<file path="config.mk">
export PLATFORM = sky130hd
export DESIGN_NAME = seg_scan
export DESIGN_NICKNAME = d
export VERILOG_FILES = /design/src/rtl/seg_scan.sv
export SDC_FILE = /design/constraint.sdc
export NUM_CORES = 1
export LEC_CHECK = 0
export ABC_AREA = 1
export BUFFER_PORTS_ARGS = -buffer_cell sky130_fd_sc_hd__buf_2
export CAP_MARGIN = 20
export CORE_UTILIZATION = 55
export DETAILED_ROUTE_END_ITERATION = 7
export PLACE_DENSITY = 0.74
export SYNTH_ARGS = -nofsm -noshare
export SYNTH_HDL_FRONTEND = slang
export SYNTH_SLANG_ARGS = --single-unit
</file>
<file path="constraint.sdc">
create_clock -name clk -period 4.15 [get_ports clk]
set_input_delay 0.2075 -clock clk [delete_from_list [all_inputs] [get_ports clk]]
set_output_delay 0.2075 -clock clk [all_outputs]
set_load 0.005 [all_outputs]
</file>
<file path="src/rtl/seg_scan.sv">
// ---------------------------------------------------------------------------
// seg_scan -- multiplexed 4-digit 7-segment scan controller
//
// Feeds a 2-to-4 active-low digit decoder (dig_sel, dig_off) and drives the
// shared active-low segment bus. A 16-bit hex value plus four decimal points
// are snapshotted once per frame. The controller then rotates through the
// digits at a fixed slot rate. Each slot starts with a blanking gap so that
// a digit change never shows on a lit digit.
//
// Parameters:
//   CLK_HZ     input clock frequency in Hz
//   SCAN_HZ    digit slot rate in Hz; DIV = CLK_HZ/SCAN_HZ cycles per slot (>= 2)
//   BLANK_CYC  cycles dark at the start of each slot (0 <= BLANK_CYC < DIV)
//
// Ports:
//   clk         system clock, rising edge
//   rst_n       asynchronous active-low reset
//   en          display enable; 0 darkens all digits, scanning continues
//   data[15:0]  four hex digits, digit n = data[4n+3:4n], digit 0 rightmost
//   dp[3:0]     decimal points, dp[n]=1 lights the point of digit n
//   dig_sel     digit index to the decoder
//   dig_off     1 = all digits off (decoder enable)
//   seg[7:0]    active-low segments {dp,g,f,e,d,c,b,a}
//   frame_tick  one-cycle pulse on the edge that takes the snapshot
//
// Build option:
//   LEADING_ZERO_BLANK_EN  when defined, a digit 3..1 is suppressed while it
//                          and every higher nibble of the snapshot are zero.
// ---------------------------------------------------------------------------
module seg_scan #(
    parameter int CLK_HZ    = 50000000,
    parameter int SCAN_HZ   = 1000,
    parameter int BLANK_CYC = 64
) (
    input  logic        clk,
    input  logic        rst_n,
    input  logic        en,
    input  logic [15:0] data,
    input  logic [3:0]  dp,
    output logic [1:0]  dig_sel,
    output logic        dig_off,
    output logic [7:0]  seg,
    output logic        frame_tick
);

    localparam int DIV = CLK_HZ / SCAN_HZ;
    localparam int CW  = $clog2(DIV);
    localparam logic [CW-1:0] CNT_MAX = CW'(DIV - 1);

    logic [CW-1:0] cnt_q,       cnt_d;
    logic [1:0]    dig_sel_q,   dig_sel_d;
    logic          dig_off_q,   dig_off_d;
    logic [7:0]    seg_q,       seg_d;
    logic          frame_q,     frame_d;
    logic [15:0]   snap_data_q, snap_data_d;
    logic [3:0]    snap_dp_q,   snap_dp_d;

    logic          slot_end;
    logic          in_blank;
    logic [3:0]    nib;
    logic [7:0]    seg_pat;

    // Active-low hex glyphs, bit order {g,f,e,d,c,b,a}.
    function automatic logic [6:0] hex_to_seg(input logic [3:0] v);
        case (v)
            4'h0: hex_to_seg = 7'h40;
            4'h1: hex_to_seg = 7'h79;
            4'h2: hex_to_seg = 7'h24;
            4'h3: hex_to_seg = 7'h30;
            4'h4: hex_to_seg = 7'h19;
            4'h5: hex_to_seg = 7'h12;
            4'h6: hex_to_seg = 7'h02;
            4'h7: hex_to_seg = 7'h78;
            4'h8: hex_to_seg = 7'h00;
            4'h9: hex_to_seg = 7'h10;
            4'hA: hex_to_seg = 7'h08;
            4'hB: hex_to_seg = 7'h03;
            4'hC: hex_to_seg = 7'h46;
            4'hD: hex_to_seg = 7'h21;
            4'hE: hex_to_seg = 7'h06;
            default: hex_to_seg = 7'h0E;
        endcase
    endfunction

    // Blanking window is judged on the count the slot will hold after the
    // edge, so dig_off is already high on the edge that changes the digit.
    generate
        if (BLANK_CYC == 0) begin : g_no_blank
            assign in_blank = 1'b0;
        end else begin : g_blank
            localparam logic [CW-1:0] BLANK_W = CW'(BLANK_CYC);
            assign in_blank = (cnt_d < BLANK_W);
        end
    endgenerate

    // NOTE: every signal assigned here gets a default first, so no path
    // leaves a value held and no latch is inferred.
    always_comb begin
        slot_end    = (cnt_q == CNT_MAX);
        cnt_d       = slot_end ? '0 : cnt_q + 1'b1;
        dig_sel_d   = dig_sel_q + {1'b0, slot_end};
        frame_d     = slot_end && (dig_sel_q == 2'd3);
        snap_data_d = frame_d ? data : snap_data_q;
        snap_dp_d   = frame_d ? dp   : snap_dp_q;

        // Pattern comes from the next-state snapshot, so digit 0 of a new
        // frame shows the value captured on that same edge.
        nib     = snap_data_d[{dig_sel_d, 2'b00} +: 4];
        seg_pat = {~snap_dp_d[dig_sel_d], hex_to_seg(nib)};
`ifdef LEADING_ZERO_BLANK_EN
        case (dig_sel_d)
            2'd3:    if (snap_data_d[15:12] == 4'h0)  seg_pat[6:0] = 7'h7F;
            2'd2:    if (snap_data_d[15:8]  == 8'h00) seg_pat[6:0] = 7'h7F;
            2'd1:    if (snap_data_d[15:4]  == 12'h0) seg_pat[6:0] = 7'h7F;
            default: ;
        endcase
`endif
        seg_d     = slot_end ? seg_pat : seg_q;
        dig_off_d = !en || in_blank;
    end

    // NOTE: state registers use non-blocking assignments so every register
    // samples pre-edge values regardless of statement order.
    always_ff @(posedge clk or negedge rst_n) begin
        if (!rst_n) begin
            cnt_q       <= CNT_MAX;
            dig_sel_q   <= 2'd3;
            dig_off_q   <= 1'b1;
            seg_q       <= 8'hFF;
            frame_q     <= 1'b0;
            snap_data_q <= '0;
            snap_dp_q   <= '0;
        end else begin
            cnt_q       <= cnt_d;
            dig_sel_q   <= dig_sel_d;
            dig_off_q   <= dig_off_d;
            seg_q       <= seg_d;
            frame_q     <= frame_d;
            snap_data_q <= snap_data_d;
            snap_dp_q   <= snap_dp_d;
        end
    end

    assign dig_sel    = dig_sel_q;
    assign dig_off    = dig_off_q;
    assign seg        = seg_q;
    assign frame_tick = frame_q;

endmodule

</file>
==> impl_metrics.csv, run 1 <==
group,metric,value,unit
synth,ys_seq_elements,48,
power,peakVddDrop,0.1464,mV
grt,grt_overflow,0,
clocking,cts_tree,"built",
drt,drc,0,
die,fp-row-count,25,
sta,setup_slack,0.7913,ns
die,dieHeight,71.92,µm
grt,grt_usage,24.29,%
die,initial_core_util,56.93,%
critical_path,cp-startpoint,"cnt_q[0]",
synth,ys_seq_area_share,45.60,%
drt,ant_nets,0,
critical_path,reg2reg_slack,0.79,ns
sta,fin_crit,3.359,ns
clocking,clk_latency,0.30,ns
clocking,clkTransAtPathRegs,0.09,ns
min_path,min-delay-start,"en",
finish,n_antenna_cell,0,
sta,grt_setup_unrepaired,"false",
power,power.total,0.7630,mW
die,dieArea,0.005172,mm²
clocking,clock_sinks,48,
critical_path,slowest_stage,"dfstp_2",
die,die_w,71.92,µm
critical_path,crit_buf_inv,4,
placement,place.gp.congestion,0.9092,
synth,synth_area_leaders,"dfrtp_1, dfstp_2, nand2_1, nand3_1, inv_1",
drt,wire_per_inst,12.54,µm
synth,async_flop_share,100.0,%
synth,syn-num-nets,372,
drt,drtPass1Iterations,4,
grt,antenna_found_initial,0,
critical_path,crit_family,"simple AND/OR/NAND/NOR gates",
grt,grt_max_degree,49,
die,coreArea,0.004723,mm²
finish,nFillCells,434,
synth,synth_top_area_share,26.06,%
die,num_io_pins,35,
critical_path,required,4.39,ns
critical_path,max_stage_delay,0.55,ns
critical_path,arrival,3.60,ns
clocking,numCtsBuffers,5,
clocking,clk_path_buf_depth,2,
finish,syn2layout_area_growth,12.66,%
synth,synth.distinct_cells,33,
clocking,cts_resized,0,
synth,synth_cells,342,
run_status,outcome,"complete, no violations",
critical_path,start_kind,"flip-flop",
critical_path,r2r_start,"cnt_q[0]",
synth,ys.warnings.count,0,
sta,worstMarginPinSlew,0.6502,ns
placement,post-place-ws,0.8579,ns
sta,tns,0,ns
sta,finalMaxSlewViolations,0,
drt,num_vias,2305,
drt,totalWireLength,5607,µm
min_path,min_to,"dig_off",
sta,max_freq,297.7,MHz
critical_path,crit_chain,"ha_1 > nand3_2 > nor2_4 > nand2_1 > inv_1 > ha_1 > inv_1 > nand3_1 > nand3_1 > nand2_1 > inv_1 > ha_1 > inv_1 > nand3_1 > nand3_1 > nand2_1 > nand2_1 > nand2_1",
min_path,min_path_type,"in2reg",
finish,finalNetCount,409,
synth,synth_top_area_cell,"dfrtp_1",
placement,dp.cells,437,
synth,syn_area,0.002689,mm²
grt,grt_pass1_vias,2201,
critical_path,cp_common_cell,"nand2_1",
critical_path,path_class,"reg2reg",
drt,drtIter0Drc,197,
critical_path,rr_endpoint,"seg[3]",
clocking,htreeDepth,2,
critical_path,r2r_cells,18,
synth,avgSynthCellArea,7.862,µm²
power,p_leak,1.501,nW
sta,finalCritPeriodShare,80.93,%
placement,io_buffers,34,
critical_path,worstPathMaxFanout,14,
sta,fin_skew,0.006240,ns
critical_path,cp-end-kind,"flip-flop",
sta,setup_viol,0,
clocking,clockRootBuffer,"clkbuf_8",
sta,slew_headroom,56.34,%
drt,via_per_inst,5.157,
placement,hpwl,4201,µm
synth,synth_edf_count,0,
finish,drive_gt1_share,22.11,%
synth,ys.flop_type,"dfrtp_1",
power,p_per_area,251.9,mW/mm²
grt,grt_pass1_wl,9860,µm
sta,whs,0.03116,ns
flow_run,maxCapViolCount,0,
finish,instances_no_fill,447,
min_path,whs_path_depth,2,
sta,final_hold_viol_count,0,
[metrics by stage]
| stage | util [%] | instance area [µm²] |
|---|---|---|
| 6_report | 64.13 | 3029 |
| 3_5_place_dp | 61.62 | 2910 |
| 4_1_cts | 63.50 | 2999 |
| 2_1_floorplan | - | 2689 |
| 3_3_place_gp | 61.62 | 2910 |
| 5_1_grt | 64.13 | 3029 |
[metal layers]
| metal | up-vias | GRT usage [%] | wire (µm) |
|---|---|---|---|
| met5 | - | 0 | 0 |
| met4 | 0 | 7.407 | 93 |
| met3 | 13 | 4.583 | 302 |
| met2 | 58 | 37.11 | 2451 |
| met1 | 1049 | 35.37 | 2760 |
| li1 | 1185 | - | - |
[layout by cell type (no fill, tap or decap), types with 2 or more instances in the layout]
master	instances
dfrtp_1	28
o21ai_1	2
buf_2	34
nand3_2	5
nand2_1	112
nand2_2	3
xor2_1	5
nor2_4	2
dfstp_2	20
ha_1	7
nand2_4	3
nor2_1	21
nand4_1	18
nor3_1	3
inv_1	32
xnor2_1	2
nand3_1	46
nor4_1	4
buf_4	2
clkbuf_8	5
or2_2	3
o21ai_0	3
a21oi_1	6
[synth_stat cells, types with 2 or more instances]
| master | number |
|---|---|
| dfstp_2 | 20 |
| ha_1 | 7 |
| nand4_1 | 18 |
| xnor2_1 | 2 |
| a21oi_1 | 6 |
| nand2_1 | 112 |
| nand3_2 | 5 |
| o21ai_1 | 2 |
| nand2_2 | 3 |
| nor4_1 | 4 |
| clkbuf_1 | 3 |
| buf_2 | 2 |
| buf_4 | 2 |
| o21ai_0 | 3 |
| nand2_4 | 3 |
| dfrtp_1 | 28 |
| or2_2 | 3 |
| nor3_1 | 3 |
| inv_1 | 32 |
| nor2_1 | 21 |
| xor2_1 | 5 |
| nand3_1 | 46 |
| nor2_4 | 2 |
[layout make-up]
class | instances | area, µm² | share of cell area, %
multi-input cells | 251 | 1282 | 42.34
well taps | 67 | 83.83 | 2.767
clock buffers | 6 | 72.57 | 2.396
flip-flops and latches | 48 | 1226 | 40.48
clock inverters | 2 | 16.27 | 0.5370
repair buffers | 38 | 215.2 | 7.104
inverters | 35 | 132.6 | 4.378
[power by group]
| group | switching, mW | internal, mW |
|---|---|---|
| logic | 0.0121 | 0.00972 |
| registers | 0 | 0.468 |
| clock network | 0.153 | 0.120 |
[worst register-to-register path, stage by stage, from the launching register on]
cell and delay [ns]:
dfstp_2 0.55, ha_1 0.20, nand3_2 0.17, nor2_4 0.15, nand2_1 0.13, inv_1 0.18, ha_1 0.44, inv_1 0.30
nand3_1 0.16, nand3_1 0.08, nand2_1 0.19, inv_1 0.11, ha_1 0.25, inv_1 0.08, nand3_1 0.08, nand3_1 0.08
nand2_1 0.05, nand2_1 0.05, nand2_1 0.04
[how the worst max path moves through the flow]
stage / end / slack [ns] / depth (start not counted)
finish: seg[3] / 0.79 / 18
global route: seg[3] / 0.43 / 18
CTS: seg[2] / 0.81 / 17
detailed placement: seg[3] / 0.86 / 18
global placement: seg[3] / 0.95 / 19
floorplan: seg[3] / 1.18 / 21
[repair_timing]
action / CTS / global route
setup buffers: 0 / 0
hold buffers: 0 / 1
endpoints found under the hold margin: 0 / 17
[kinds of logic after synthesis]
family / after synthesis / share of synthesized area (%)
flip-flops: 48 / 45.60
AO/OA/AOI/OAI: 13 / 2.559
XOR/XNOR: 7 / 2.280
buffers and inverters: 43 / 6.700
adder cells (fa/ha/maj): 7 / 3.257
AND/OR/NAND/NOR: 224 / 39.60
[registers in the layout, indices dropped and copies added, names as in the netlist]
signal / flops
cnt_q: 16
dig_off: 1
dig_sel: 2
frame_tick: 1
seg: 8
snap_data_q: 16
snap_dp_q: 4
Power figures use the tool's default switching activity.
==> run 2: changes to the inputs <==
Settings changed: ABC_AREA 1 to 0, CORE_UTILIZATION 55 to 52.
Clock period 4.15 ns to 2.9 ns, I/O delays scaled along.
==> impl_metrics.csv, run 2 <==
group,metric,value,unit
run_status,outcome,"finished with violations",
run_status,violations,"setup timing",
finish,drive_gt1_share,51.94,%
grt,grt_usage,20.62,%
synth,synth_cells,208,
grt,grt_pass1_vias,1795,
die,dieArea,0.005245,mm²
critical_path,arrival,3.28,ns
critical_path,crit_family,"multiplexers",
critical_path,cp_common_cell,"mux2i_1",
placement,hpwl,3584,µm
synth,synth_top_area_share,27.17,%
min_path,min_path_type,"in2reg",
power,combPwrFrac,3.6,%
power,p_leak,1.568,nW
grt,grt_pass1_wl,8280,µm
synth,ys_top_cells_by_count,"dfrtp_1, mux2_2, mux2i_1",
drt,drtPass1Iterations,2,
clocking,clk_latency,0.29,ns
clocking,htreeDepth,2,
finish,n_antenna_cell,0,
critical_path,worstPathMaxFanout,6,
die,fp-row-count,25,
flow_run,maxCapViolCount,0,
die,num_io_pins,35,
critical_path,crit_buf_inv,2,
clocking,cts_tree,"built",
clocking,clkTransAtPathRegs,0.09,ns
finish,mostFrequentLayoutCell,"buf_4",
sta,slew_headroom,64.82,%
synth,ys.warnings.count,0,
power,seqPwrFrac,60.3,%
synth,synth_most_common_cell,"dfrtp_1",
finish,finalNetCount,312,
finish,post-route-util,69.55,%
sta,final_hold_viol_count,0,
sta,finalCritPeriodShare,105.4,%
synth,syn-num-nets,238,
sta,setup_slack,-0.1573,ns
placement,io_buffers,34,
placement,post-place-ws,-0.2596,ns
power,internal_power,0.8829,mW
synth,async_flop_share,100.0,%
die,die_w,72.42,µm
drt,num_vias,1800,
power,switching_share,20.64,%
synth,ys_seq_area_share,47.55,%
clocking,clk_path_buf_depth,2,
power,power.switching,0.2296,mW
drt,drtIter0Drc,48,
sta,worstMarginPinSlew,0.5278,ns
critical_path,crit_chain,"nor4bb_4 > and4_4 > ha_4 > xor2_2 > buf_6 > mux2i_1 > mux4_2 > inv_1 > ha_2 > mux2i_1 > mux2i_1 > mux2_2",
critical_path,max_stage_delay,0.54,ns
sta,fin_crit,3.057,ns
die,initial_core_util,54.24,%
synth,syn_area,0.002579,mm²
sta,fin_skew,0.009638,ns
power,p_per_area,336.4,mW/mm²
synth,ys.flop_type,"dfrtp_1",
placement,place.gp.congestion,0.7954,
drt,via_per_inst,5.143,
sta,max_freq,327.1,MHz
synth,synth.distinct_cells,39,
grt,grt_max_degree,49,
grt,antenna_found_initial,0,
grt,grt_overflow,0,
synth,avgSynthCellArea,12.40,µm²
critical_path,start_kind,"flip-flop",
sta,grt_setup_unrepaired,"true",
drt,drc,0,
synth,synth_top_area_cell,"dfrtp_1",
critical_path,slowest_stage,"dfstp_2",
finish,final_cell_mix,"buf_4, buf_2, dfrtp_1",
clocking,numCtsBuffers,5,
critical_path,path_class,"reg2reg",
sta,setup_viol,7,
synth,synth_area_leaders,"dfrtp_1, dfstp_2, mux2_2, mux2i_1, mux4_2",
die,coreArea,0.004755,mm²
synth,synth_edf_count,0,
drt,totalWireLength,4884,µm
critical_path,cp-end-kind,"flip-flop",
power,peakVddDrop,0.2492,mV
power,p_clk_share,36.2,%
power,power.total,1.112,mW
critical_path,required,3.13,ns
clocking,clock_sinks,48,
synth,ys_seq_elements,48,
die,dieHeight,72.42,µm
clocking,clockRootBuffer,"clkbuf_8",
drt,ant_nets,0,
drt,wire_per_inst,13.95,µm
finish,syn2layout_area_growth,28.24,%
sta,finalMaxSlewViolations,0,
==> run 2: routing by layer <==
| metal | vias up | wire [µm] | part of all wire (%) | GRT usage, % |
|---|---|---|---|---|
| met5 | - | 0 | 0 | 0 |
| met4 | 0 | 86 | 1.8 | 7.407 |
| met3 | 9 | 108 | 2.2 | 3.194 |
| met2 | 31 | 2321 | 48 | 33.96 |
| met1 | 867 | 2368 | 48 | 27.80 |
| li1 | 893 | - | - | - |
==> run 2: worst paths after layout <==
kind,start,end,slack [ns],depth (start not counted)
hold / removal,dp[3],snap_dp_q[3],0.1,2
hold reg to reg,seg[6],seg[6],0.50,2
setup reg to reg,cnt_q[15],seg[0],-0.16,12
max in group asynchronous,rst_n,cnt_q[15],1.95,3
min in group asynchronous,rst_n,cnt_q[12],0.36,2
setup / recovery,cnt_q[15],seg[0],-0.16,12
==> run 2: cell type report <==
cell class,count,area (µm²)
Fill cell,375,1448
Sequential cell,48,1226
Clock buffer,8,90.09
Multi-Input combinational cell,143,1351
Tap cell,67,83.83
Timing Repair Buffer,79,536.8
Inverter,5,18.77
==> run 2: cell families after synthesis <==
logic type               synth area share, %
XOR/XNOR                               5.774
AO/OA/AOI/OAI                          2.912
flip-flops                             47.55
buffers and inverters                  4.367
multiplexers                           24.60
AND/OR/NAND/NOR                        11.40
adder cells (fa/ha/maj)                3.396
==> run 2: per-stage QoR <==
stage	setup TNS [ns]	hold WS [ns]	instances	area, µm²
after CTS	-0.7062	0.06815	347	3254
final	-0.6729	0.09678	350	3307
after detailed placement	-1.176	0.2866	334	3082
after global placement	-0.8500	0.2917	334	3082
after floorplan	-2.302	-0.1506	208	2668
after global routing	-1.871	0.09482	350	3307
==> run 2: power groups by stage <==
stage	clock network [mW]	logic [mW]	registers, mW
floorplan	0	0.00392	0.682
global placement	0	0.0349	0.682
detailed placement	0	0.0354	0.682
CTS	0.412	0.0365	0.670
global route	0.436	0.0453	0.670
finish	0.403	0.0396	0.670
==> run 2: worst register-to-register path: stages, from the launching register on <==
cell      delay [ns]
dfstp_2         0.54
nor4bb_4        0.29
and4_4          0.28
ha_4            0.15
xor2_2          0.14
buf_6           0.14
mux2i_1         0.20
mux4_2          0.37
inv_1           0.11
ha_2            0.22
mux2i_1         0.18
mux2i_1         0.10
mux2_2          0.27
==> run 2: what timing repair did <==
action,4_1_cts,5_1_grt
setup buffers,4,1
gates cloned,0,0
pin swaps,5,3
hold buffers,1,1
endpoints found under the hold margin,1,13
setup endpoints to repair,7,7
resized for setup,9,3
